[config.mk]
export PLATFORM = sky130hd
export DESIGN_NAME = hsv_pixel_sched
export DESIGN_NICKNAME = d
export VERILOG_FILES = /design/src/rtl/hsv_pixel_sched.sv
export SDC_FILE = /design/constraint.sdc
export NUM_CORES = 1
export LEC_CHECK = 0
export ABC_AREA = 1
export BUFFER_PORTS_ARGS = -buffer_cell sky130_fd_sc_hd__buf_4
export CAP_MARGIN = 20
export CELL_PAD_IN_SITES_DETAIL_PLACEMENT = 0
export CELL_PAD_IN_SITES_GLOBAL_PLACEMENT = 1
export CORE_ASPECT_RATIO = 0.5
export CORE_MARGIN = 2
export CORE_UTILIZATION = 45
export DETAILED_ROUTE_END_ITERATION = 10
export GPL_ROUTABILITY_DRIVEN = 0
export PLACE_DENSITY_LB_ADDON = 0.1
export REMOVE_ABC_BUFFERS = 1
export SLEW_MARGIN = 20
export SYNTH_ARGS = -nofsm -noshare
export SYNTH_HDL_FRONTEND = slang
export SYNTH_SLANG_ARGS = --single-unit
[constraint.sdc]
create_clock -name clk -period 6 [get_ports clk]
set_clock_uncertainty 0.2 [all_clocks]
set_input_delay 0.9 -clock clk [delete_from_list [all_inputs] [get_ports clk]]
set_output_delay 0.9 -clock clk [all_outputs]
set_load 0.05 [all_outputs]
[src/rtl/hsv_pixel_sched.sv]
// Pixel scheduler between the camera stream and the single rgb2hsv converter.
// Buffers tagged pixels, runs one converter transaction at a time, flags drops and hangs.
module hsv_pixel_sched #(
    parameter int FIFO_AW = 3,
    parameter int XW      = 10,
    parameter int YW      = 9,
    parameter int TIMEOUT = 63
) (
    input  logic               clk,
    input  logic               res,
    input  logic               pix_valid,
    input  logic [15:0]        pix_data,
    input  logic               pix_sof,
    input  logic               pix_eol,
    input  logic               clr_flags,
    output logic               cv_read,
    output logic [15:0]        cv_data,
    input  logic               cv_done,
    input  logic [8:0]         cv_hue,
    input  logic [4:0]         cv_sat,
    input  logic [4:0]         cv_val,
    input  logic               cv_hue_invalid,
    output logic               out_valid,
    output logic [8:0]         out_hue,
    output logic [4:0]         out_sat,
    output logic [4:0]         out_val,
    output logic               out_hue_invalid,
    output logic [XW-1:0]      out_x,
    output logic [YW-1:0]      out_y,
    output logic [FIFO_AW:0]   fifo_level,
    output logic               overflow,
    output logic               timeout
);

    localparam int DEPTH = 1 << FIFO_AW;
    localparam int EW    = 16 + XW + YW;
    localparam logic [FIFO_AW:0] FULL_LVL = (FIFO_AW + 1)'(DEPTH);

    localparam logic [1:0] S_IDLE  = 2'd0;
    localparam logic [1:0] S_ISSUE = 2'd1;
    localparam logic [1:0] S_ARM   = 2'd2;
    localparam logic [1:0] S_WAIT  = 2'd3;

    logic [1:0]         state;
    logic [EW-1:0]      mem [DEPTH];
    logic [FIFO_AW-1:0] wr_ptr;
    logic [FIFO_AW-1:0] rd_ptr;
    logic [FIFO_AW:0]   count;
    logic [XW-1:0]      x_q;
    logic [YW-1:0]      y_q;
    logic [XW-1:0]      tag_x;
    logic [YW-1:0]      tag_y;
    logic [15:0]        hd_data;
    logic [XW-1:0]      hd_x;
    logic [YW-1:0]      hd_y;
    logic [XW-1:0]      iss_x;
    logic [YW-1:0]      iss_y;
    logic [7:0]         wcnt;
    logic               full;
    logic               pop;
    logic               push;
    logic               drop;
    logic               capture;
    logic               expire;

    assign tag_x = pix_sof ? '0 : x_q;
    assign tag_y = pix_sof ? '0 : y_q;

    assign full = (count == FULL_LVL);
    assign pop  = (state == S_IDLE) && (count != '0);
    // A pop frees a slot in the same cycle, so a full FIFO can still accept.
    assign push = pix_valid && (!full || pop);
    assign drop = pix_valid && !push;

    assign capture = (state == S_WAIT) && cv_done;
    assign expire  = (state == S_WAIT) && !cv_done
                     && (wcnt == 8'(TIMEOUT));

    assign {hd_data, hd_x, hd_y} = mem[rd_ptr];

    assign cv_read    = (state == S_ISSUE);
    assign fifo_level = count;

    always_ff @(posedge clk) begin
        if (push)
            mem[wr_ptr] <= {pix_data, tag_x, tag_y};
    end

    always_ff @(posedge clk or posedge res) begin
        if (res) begin
            x_q <= '0;
            y_q <= '0;
        end else if (pix_valid) begin
            x_q <= pix_eol ? '0 : tag_x + XW'(1);
            y_q <= pix_eol ? tag_y + YW'(1) : tag_y;
        end
    end

    always_ff @(posedge clk or posedge res) begin
        if (res) begin
            wr_ptr <= '0;
            rd_ptr <= '0;
            count  <= '0;
        end else begin
            if (push)
                wr_ptr <= wr_ptr + FIFO_AW'(1);
            if (pop)
                rd_ptr <= rd_ptr + FIFO_AW'(1);
            unique case ({push, pop})
                2'b10:   count <= count + (FIFO_AW + 1)'(1);
                2'b01:   count <= count - (FIFO_AW + 1)'(1);
                default: count <= count;
            endcase
        end
    end

    always_ff @(posedge clk or posedge res) begin
        if (res) begin
            state   <= S_IDLE;
            cv_data <= '0;
            iss_x   <= '0;
            iss_y   <= '0;
            wcnt    <= '0;
        end else begin
            unique case (state)
                S_IDLE: begin
                    if (pop) begin
                        cv_data <= hd_data;
                        iss_x   <= hd_x;
                        iss_y   <= hd_y;
                        state   <= S_ISSUE;
                    end
                end
                S_ISSUE: state <= S_ARM;
                // Converter may still show the previous done here.
                S_ARM: begin
                    wcnt  <= '0;
                    state <= S_WAIT;
                end
                S_WAIT: begin
                    if (capture || expire)
                        state <= S_IDLE;
                    else
                        wcnt <= wcnt + 8'd1;
                end
                default: state <= S_IDLE;
            endcase
        end
    end

    always_ff @(posedge clk or posedge res) begin
        if (res) begin
            out_valid       <= 1'b0;
            out_hue         <= '0;
            out_sat         <= '0;
            out_val         <= '0;
            out_hue_invalid <= 1'b0;
            out_x           <= '0;
            out_y           <= '0;
        end else begin
            out_valid <= capture;
            if (capture) begin
                out_hue         <= cv_hue;
                out_sat         <= cv_sat;
                out_val         <= cv_val;
                out_hue_invalid <= cv_hue_invalid;
                out_x           <= iss_x;
                out_y           <= iss_y;
            end
        end
    end

    always_ff @(posedge clk or posedge res) begin
        if (res) begin
            overflow <= 1'b0;
            timeout  <= 1'b0;
        end else begin
            overflow <= drop   || (overflow && !clr_flags);
            timeout  <= expire || (timeout && !clr_flags);
        end
    end

endmodule

Word level (Yosys, flattened, before mapping) --
Memory sizes are Yosys's and may differ from the RTL's. A register that Yosys moved wholly into a read port is not among the register bits. Cells that the tools add are included.
Cells by class: add/subtract/negate cells 7, multipliers 0, divide/modulo/power cells 0, magnitude comparators 0, eq/ne operators 10, shift operators 0, mux-type cells 12, bitwise gates (word level) 0, reduce and logical (&&, ||, !) cells 23
Operators by type and width (number):
- $mux W10 | 2
- $mux W9 | 2
- $pmux W8 S2 | 1
- $add A10 B1 Y10 const B | 1
- $add A9 B1 Y9 const B | 1
- $add A8 B1 Y8 const B | 1
- $eq A8 B6 Y1 const B | 1
- $logic_and A1 B1 Y1 | 8
- $mux W8 | 1
- $pmux W2 S4 | 1
- $pmux W4 S2 | 1
- $add A3 B1 Y3 const B | 2
- $eq A2 B2 Y1 const B | 3
- $reduce_and A2 Y1 | 3
- $add A4 B1 Y4 const B | 1
- $eq A2 B1 Y1 const B | 2
- $eq A4 B4 Y1 const B | 1
- $logic_not A1 Y1 | 4
- $logic_or A1 B1 Y1 | 4
- $mux W2 | 2
- $ne A2 B2 Y1 const B | 2
- $reduce_bool A2 Y1 | 2
- $reduce_bool A4 Y1 | 1
- $sub A4 B1 Y4 const B | 1
- 3 further kinds | 4
Word-level totals: register bits 81, latch bits 0, bits in writable memories 280, bits in read-only memories 0, bits of input ports 43, output and inout port bits 63, memories 1
Memory list:
- mem | words 8, width 35, read ports 1, clocked after Yosys merged registers in 1, wr ports 1, RTL line 45 | logic [EW-1:0] mem [DEPTH];

Longest topological paths before layout --
Gate-level depths: netlist (run 1).
depth after elaboration 7, depth in mapped cells 14, mapped depth without buffers 14

Least setup slack after synthesis (run 1) --
OpenSTA, ideal clock, no wires.
path type in2reg, start input port pix_valid, end memory mem[0][0] in the netlist's numbering, enable pin, library setup time 0.427 ns, arrival 2.952 ns, required time 5.373 ns, path slack 2.421 ns, stages on the path 4, cells stage by stage buf_2 -> nand2_1 -> or2_2 -> nor2_1
Between the ends: word-level cells in the longest chain between the ends 3
RTL lines:
- start, declared | RTL line 11 | input logic pix_valid,
- $logic_and A1 B1 Y1 | RTL line 72 | assign push = pix_valid && (!full || pop);
- $mux W1 | RTL line 85 | if (push)
- $mux W1 (implied by the code) | RTL line 86 | mem[wr_ptr] <= {pix_data, tag_x, tag_y};
- end, declared | RTL line 45
Every way passes these cells.

==> results of run 1 <==
[path summary, 6_finish.rpt]
kind,from,end
setup reg to reg,rd_ptr[0],iss_x[0]
setup / recovery,rd_ptr[0],iss_x[0]
max in group asynchronous,res,cv_data[10]
min in group asynchronous,res,wcnt[7]
hold reg to reg,iss_y[1],out_y[1]
hold / removal,iss_y[1],out_y[1]
[metal layers]
| metal | GRT usage [%] | up-vias |
|---|---|---|
| met3 | 3.50 | 61 |
| met2 | 32.5 | 292 |
| met5 | 0 | - |
| li1 | - | 4980 |
| met1 | 31.1 | 5150 |
| met4 | 4.79 | 0 |
[worst register-to-register path: stages (launching register included)]
cell and delay (ps):
dfrtp_4 780, inv_2 510, buf_4 770, o21ai_0 290, o211ai_1 230, nand3_1 140, nand2_1 100
[cells in the final DEF (no fill, tap or decap)]
cell type,instances
a21oi_1,39
nor2_2,2
inv_1,86
clkbuf_16,37
buf_4,122
o211ai_1,64
clkinv_1,3
bufinv_16,2
nor2_1,186
dfrtp_2,1
nor2_4,8
nor3_1,3
nand2_1,269
edfxtp_1,280
or2_2,2
nand3b_1,1
dfrtp_4,2
clkbuf_8,2
o21ai_1,19
nand2_2,4
clkinvlp_4,2
nand4_1,3
dfrtp_1,113
inv_6,2
xor2_1,15
nand3_1,70
clkinv_2,5
xnor2_1,1
inv_2,4
o22ai_1,5
fa_1,1
clkbuf_1,13
o21ai_0,138
ha_1,11
[kinds of logic (layout without fill, tap and decap cells)]
family | after synthesis | count (layout) | synth area share [%]
AO/OA/AOI/OAI | 265 | 265 | 9.33
XOR/XNOR | 16 | 16 | 0.876
adder cells (fa/ha/maj) | 12 | 12 | 0.985
buffers and inverters | 162 | 278 | 4.51
flip-flops | 396 | 396 | 70.7
AND/OR/NAND/NOR | 548 | 548 | 13.6
[registers in the layout, summed over array words and instances, names as in the netlist, 2 cells and up]
signal	flops
iss_x	10
rd_ptr	3
x_q	10
out_x	10
wr_ptr	3
out_y	9
cv_data	16
y_q	9
state	2
fifo_level	4
out_sat	5
mem	280
out_val	5
out_hue	9
iss_y	9
wcnt	8
[power breakdown]
group	total [mW]	internal, mW	switching [mW]
Clock	2.27	1.26	1.01
Sequential	3.90	3.51	0.383
Combinational	3.27	0.927	2.34
Total	9.43	5.70	3.73
[cell type report]
| class | instances | share of cell area, % |
|---|---|---|
| Clock buffer | 52 | 5.47 |
| Clock inverter | 13 | 0.655 |
| Inverter | 91 | 1.89 |
| Multi-Input combinational cell | 841 | 22.0 |
| Sequential cell | 396 | 61.8 |
| Tap cell | 475 | 3.24 |
| Timing Repair Buffer | 122 | 5.00 |
[synth_stat cells (all sizes together)]
| master | n |
|---|---|
| o22ai | 5 |
| o211ai | 64 |
| dfrtp | 116 |
| fa | 1 |
| inv | 90 |
| nand3b | 1 |
| nand3 | 70 |
| buf | 39 |
| edfxtp | 280 |
| nand2 | 273 |
| or2 | 2 |
| o21ai | 157 |
| xnor2 | 1 |
| nor2 | 196 |
| xor2 | 15 |
| a21oi | 39 |
| clkbuf | 32 |
| clkinv | 1 |
| nor3 | 3 |
| nand4 | 3 |
| ha | 11 |
==> out/results.tsv, run 1 <==
stage	metric	value	unit
logic_synthesis	cell area after synthesis	0.0160	mm²
timing	max-slew violation count	0	
detailed_routing	average wire per standard cell	19.4	µm
final_layout	fill count	2979	
detailed_routing	Max Used Layer	met4	
detailed_routing	DRT met1 WL	18700	µm
final_layout	area of the multi-input gates	0.00403	mm²
critical_path	Worst path slowest cell	dfrtp_4	
clock_tree	post-CTS setup buffer count	0	
critical_path	Worst path max stage delay	780	ps
detailed_routing	Via density	5.27	
critical_path	Worst R2R Setup Slack	2920	ps
logic_synthesis	Synth Instances	1399	
timing	Final min period	3080	ps
final_layout	Area Growth Syn to Fin	14.6	%
timing	max_slew headroom	31.0	%
final_layout	FF+latch area	0.0113	mm²
run_status	status	completed	
critical_path	Worst path depth	6	
timing	Final period util	51.4	%
timing	Tightest Pin Transition	1030	ps
clock_tree	Clock Path Buffers	3	
floorplanning	Rows	48	
power	Pleak	7.27	nW
detailed_routing	metal3 WL	2250	µm
critical_path	CP max FO	79	
critical_path	Worst Path Required	6260	ps
timing	Achievable Freq	0.324	GHz
grt	number of global-route vias before repair	10100	
detailed_routing	TritonRoute pass-1 iters	5	
detailed_routing	vias	10500	
critical_path	CP cell instances	inv_2 > buf_4 > o21ai_0 > o211ai_1 > nand3_1 > nand2_1	
floorplanning	Starting Density	46.0	%
power	Design Power	9.43	mW
final_layout	fin cells	1990	
clock_tree	H-Tree Depth	2	
clock_tree	cts hold-fix bufs	0	
worst_hold_path	Min-Delay Path Depth	2	
timing	final setup vio count	0	
grt	Total GRT Usage	20.9	%
logic_synthesis	ranking of synthesized cells by area	edfxtp_1 53%, dfrtp_1 18%, nand2_1 6.4%, nor2_1 4.6%, o21ai_0 4.3%	
timing	Final Hold Violating Endpoints	0	
placed_design	post-detail-place hpwl	20600	µm
grt	GR Overflow Total	0	
critical_path	Reg2Reg Depth	6	
critical_path	Crit Path Category	reg2reg	
final_layout	share of layout cells above drive strength 1	12.9	%
timing	Final WS setup	2920	ps
final_layout	nets@finish	1544	
detailed_routing	antenna-violating nets left	0	
floorplanning	I/O Pins	106	
timing	Fin Hold WS	269	ps
floorplanning	die height	137	µm
critical_path	CP delay by family, top	buffers and inverters	
power	Peak VDD IR	361	µV
grt	initial antenna violation count	0	
final_layout	# diodes	0	
job	max-cap violations	0	
floorplanning	die area	0.0372	mm²
timing	Final TNS setup	0	ps
clock_tree	worst-skew pair later-pin latency	530	ps
grt	first-pass GRT wire length	58800	µm
detailed_routing	drt drc	0	
logic_synthesis	Synth top area share	52.6	%
timing	RSZ-0062 raised after global routing	no	
clock_tree	clock sink count	396	
floorplanning	Die X	271	µm
critical_path	crit path DAT	3340	ps
critical_path	startpoint types	register	
clock_tree	PostCTS Resize Cnt	0	
clock_tree	CTS buffer count	37	
final_layout	Finished Cell Area	0.0183	mm²
floorplanning	Core Footprint	0.0348	mm²
worst_hold_path	Worst Hold Class	reg2reg	
clock_tree	root buf cell	clkbuf_16	
power	pwr/cell area	514	mW/mm²
grt	largest net degree at the start of global routing	102	
detailed_routing	Iter 0 DRT Violations	831	
logic_synthesis	sequential share of the synthesized area	70.7	%
placed_design	Cells after DPL	1925	
logic_synthesis	yosys warns	0	
placed_design	Cell Area, Placed	0.0172	mm²
clock_tree	CTS tree	yes	
detailed_routing	met2 wire length	16900	µm
critical_path	Critical path buffers and inverters	2	
detailed_routing	WL final	38500	µm
critical_path	CP Capture Type	register	
logic_synthesis	Synth cell types	30	
logic_synthesis	Synth Area per Inst	11.4	µm²
placed_design	dpl ws	2830	ps
logic_synthesis	most area-hungry cell type in the Yosys netlist	edfxtp_1	
placed_design	# port buffers	105	
clock_tree	clk slew on worst S/H paths	70	ps
final_layout	final design utilization	52.7	%
logic_synthesis	flops & latches, synth	396	
Note: power is estimated with default switching activity, not from simulation.
==> run 2: changes to the inputs <==
==> constraint.sdc (replaced) <==
create_clock -name clk -period 2.9 [get_ports clk]
set_clock_uncertainty 0.2 [all_clocks]
set_input_delay 0.435 -clock clk [delete_from_list [all_inputs] [get_ports clk]]
set_output_delay 0.435 -clock clk [all_outputs]
set_load 0.05 [all_outputs]
==> out/results.tsv, run 2 (same netlist as run 1, synthesis figures left out) <==
stage	metric	value	unit	change
clock_tree	Clock Path Buffers	3		unchanged
floorplanning	Die X	271	µm	unchanged
placed_design	Cells after DPL	1942		+0.88%
final_layout	share of layout cells above drive strength 1	13.3	%	+0.47 points
critical_path	Crit Path Category	reg2reg		
final_layout	Finished Cell Area	0.0191	mm²	+4.3%
floorplanning	die area	0.0372	mm²	unchanged
clock_tree	H-Tree Depth	2		unchanged
detailed_routing	antenna-violating nets left	0		unchanged
critical_path	CP delay by family, top	simple AND/OR/NAND/NOR gates		
grt	GR Overflow Total	0		unchanged
worst_hold_path	hold path start	cv_done		
floorplanning	Core Footprint	0.0348	mm²	unchanged
power	Design Power	19.9	mW	+110%
critical_path	Critical R2R Launch	state[0]		
power	pwr/cell area	1040	mW/mm²	+100%
timing	Tightest Pin Transition	760	ps	-273 ps
critical_path	startpoint types	register		
critical_path	Reg2Reg Depth	9		+3
timing	final setup vio count	0		unchanged
timing	Fin Hold WS	49.1	ps	-220 ps
worst_hold_path	Min-Delay Path Depth	4		+2
final_layout	# diodes	0		unchanged
clock_tree	clk slew on worst S/H paths	60	ps	about the same
detailed_routing	Via density	5.18		-1.6%
run_status	status	completed		
critical_path	crit path DAT	2580	ps	-760 ps
clock_tree	post-CTS setup buffer count	0		unchanged
detailed_routing	drt drc	0		unchanged
final_layout	biggest regs	mem (280), cv_data (16)		
grt	initial antenna violation count	0		unchanged
critical_path	CP max FO	15		-81%
critical_path	Worst Path Required	2940	ps	-3320 ps
critical_path	Worst path max stage delay	420	ps	-360 ps
timing	Final min period	2550	ps	-539 ps
placed_design	post-detail-place hpwl	21000	µm	+1.8%
detailed_routing	vias	10600		+1.3%
final_layout	most common cell after layout, fill and taps aside	edfxtp_1		
placed_design	# port buffers	105		unchanged
clock_tree	worst-skew pair later-pin latency	540	ps	about the same
worst_hold_path	Worst Hold Class	in2reg		
timing	Final period util	87.8	%	+36 points
floorplanning	Starting Density	46.0	%	unchanged
critical_path	Worst path slowest cell	dfrtp_1		
power	Pleak	7.62	nW	+4.7%
grt	number of global-route vias before repair	10400		+3.4%
final_layout	nets@finish	1600		+3.6%
critical_path	Critical path origin	state[0]		
floorplanning	I/O Pins	106		unchanged
grt	Total GRT Usage	20.2	%	-0.70 points
critical_path	Critical path buffers and inverters	3		+1
detailed_routing	average wire per standard cell	18.0	µm	-7.2%
job	max-cap violations	0		unchanged
clock_tree	root buf cell	clkbuf_16		
critical_path	Worst path depth	9		+3
detailed_routing	WL final	36800	µm	-4.5%
final_layout	Area Growth Syn to Fin	19.5	%	
floorplanning	Rows	48		unchanged
timing	max_slew headroom	49.1	%	+18 points
clock_tree	CTS buffer count	37		unchanged
worst_hold_path	hold path endpoint	timeout		
critical_path	Worst R2R Setup Slack	350	ps	-2560 ps
critical_path	reg-to-reg endpoint	mem[5][30]		
grt	largest net degree at the start of global routing	91		-11%
final_layout	fin cells	2049		+3.0%
critical_path	CP cell instances	inv_1 > ha_1 > nor2_1 > nand3_1 > nand2_1 > inv_1 > nand2_1 > nor2_4 > buf_12		
power	Peak VDD IR	580	µV	+61%
placed_design	Cell Area, Placed	0.0175	mm²	+1.9%
clock_tree	CTS tree	yes		
final_layout	max FFs per register	280		unchanged
timing	Final Hold Violating Endpoints	0		unchanged
timing	max-slew violation count	0		unchanged
detailed_routing	Iter 0 DRT Violations	844		+1.6%
grt	first-pass GRT wire length	58100	µm	-1.3%
detailed_routing	TritonRoute pass-1 iters	5		unchanged
timing	RSZ-0062 raised after global routing	no		
timing	Achievable Freq	0.393	GHz	+21%
floorplanning	die height	137	µm	unchanged
final_layout	commonest non-fill, non-tap cells in the layout	280 x edfxtp_1, 269 x nand2_1, 186 x nor2_1		
critical_path	CP Capture Type	register		
final_layout	Biggest register	mem		
clock_tree	clock sink count	396		unchanged
-- run 2: cell types whose count changed in the layout (fill, tap and decap cells not counted), sizes merged --
cell,change
clkbuf,+4
bufinv,+1
buf,+17
clkinv,+1
clkinvlp,-2
dlygate4sd3,+39
inv,-1
-- run 2: per-layer routing --
layer | GRT usage, % | vias up | part of all wire [%]
met5 | 0 | - | 0
met4 | 4.08 | 0 | 1.4
met3 | 4.13 | 50 | 5.9
met2 | 32.3 | 252 | 44
met1 | 29.0 | 5217 | 49
li1 | - | 5101 | -
-- run 2: tightest hold or removal path: stages --
cell and delay [ps]:
buf_4 90, nor2_1 60, nand3_1 70, o21ai_0 70
-- run 2: final cells by class --
| type | instances | area (µm²) |
|---|---|---|
| multi-input combinational | 841 | 4030 |
| clock buffer | 56 | 1060 |
| sequential | 396 | 11300 |
| clock inverter | 12 | 138 |
| inverter | 91 | 347 |
| tap | 475 | 594 |
| timing repair buffer | 178 | 1630 |
| fill | 2984 | 15700 |
-- run 2: per-stage QoR --
step | setup WS [ps] | util (%) | TNS, ps
2_1_floorplan | -2150 | - | -299720
6_report | 355 | 55.0 | 0
3_5_place_dp | 370 | 50.4 | 0
5_1_grt | 174 | 55.0 | 0
4_1_cts | 336 | 55.0 | 0
3_3_place_gp | 449 | 50.4 | 0
-- run 2: how the worst max path moves through the flow --
stage                      end  slack, ps
CTS                 mem[5][22]        340
floorplan           cv_data[0]      -2150
global placement    mem[5][21]        450
finish              mem[5][30]        350
global route        mem[5][22]        170
detailed placement  mem[5][21]        370
-- run 2: repair_timing --
| action | in CTS | in global routing |
|---|---|---|
| gates resized for setup | 0 | 0 |
| hold buffers | 39 | 0 |
| hold endpoints to repair | 185 | 0 |
-- run 2: power by group --
| part | switching (mW) | total [mW] | internal, mW |
|---|---|---|---|
| combinational | 5.13 | 7.30 | 2.17 |
| clock | 2.08 | 4.88 | 2.80 |
| sequential | 0.472 | 7.74 | 7.27 |
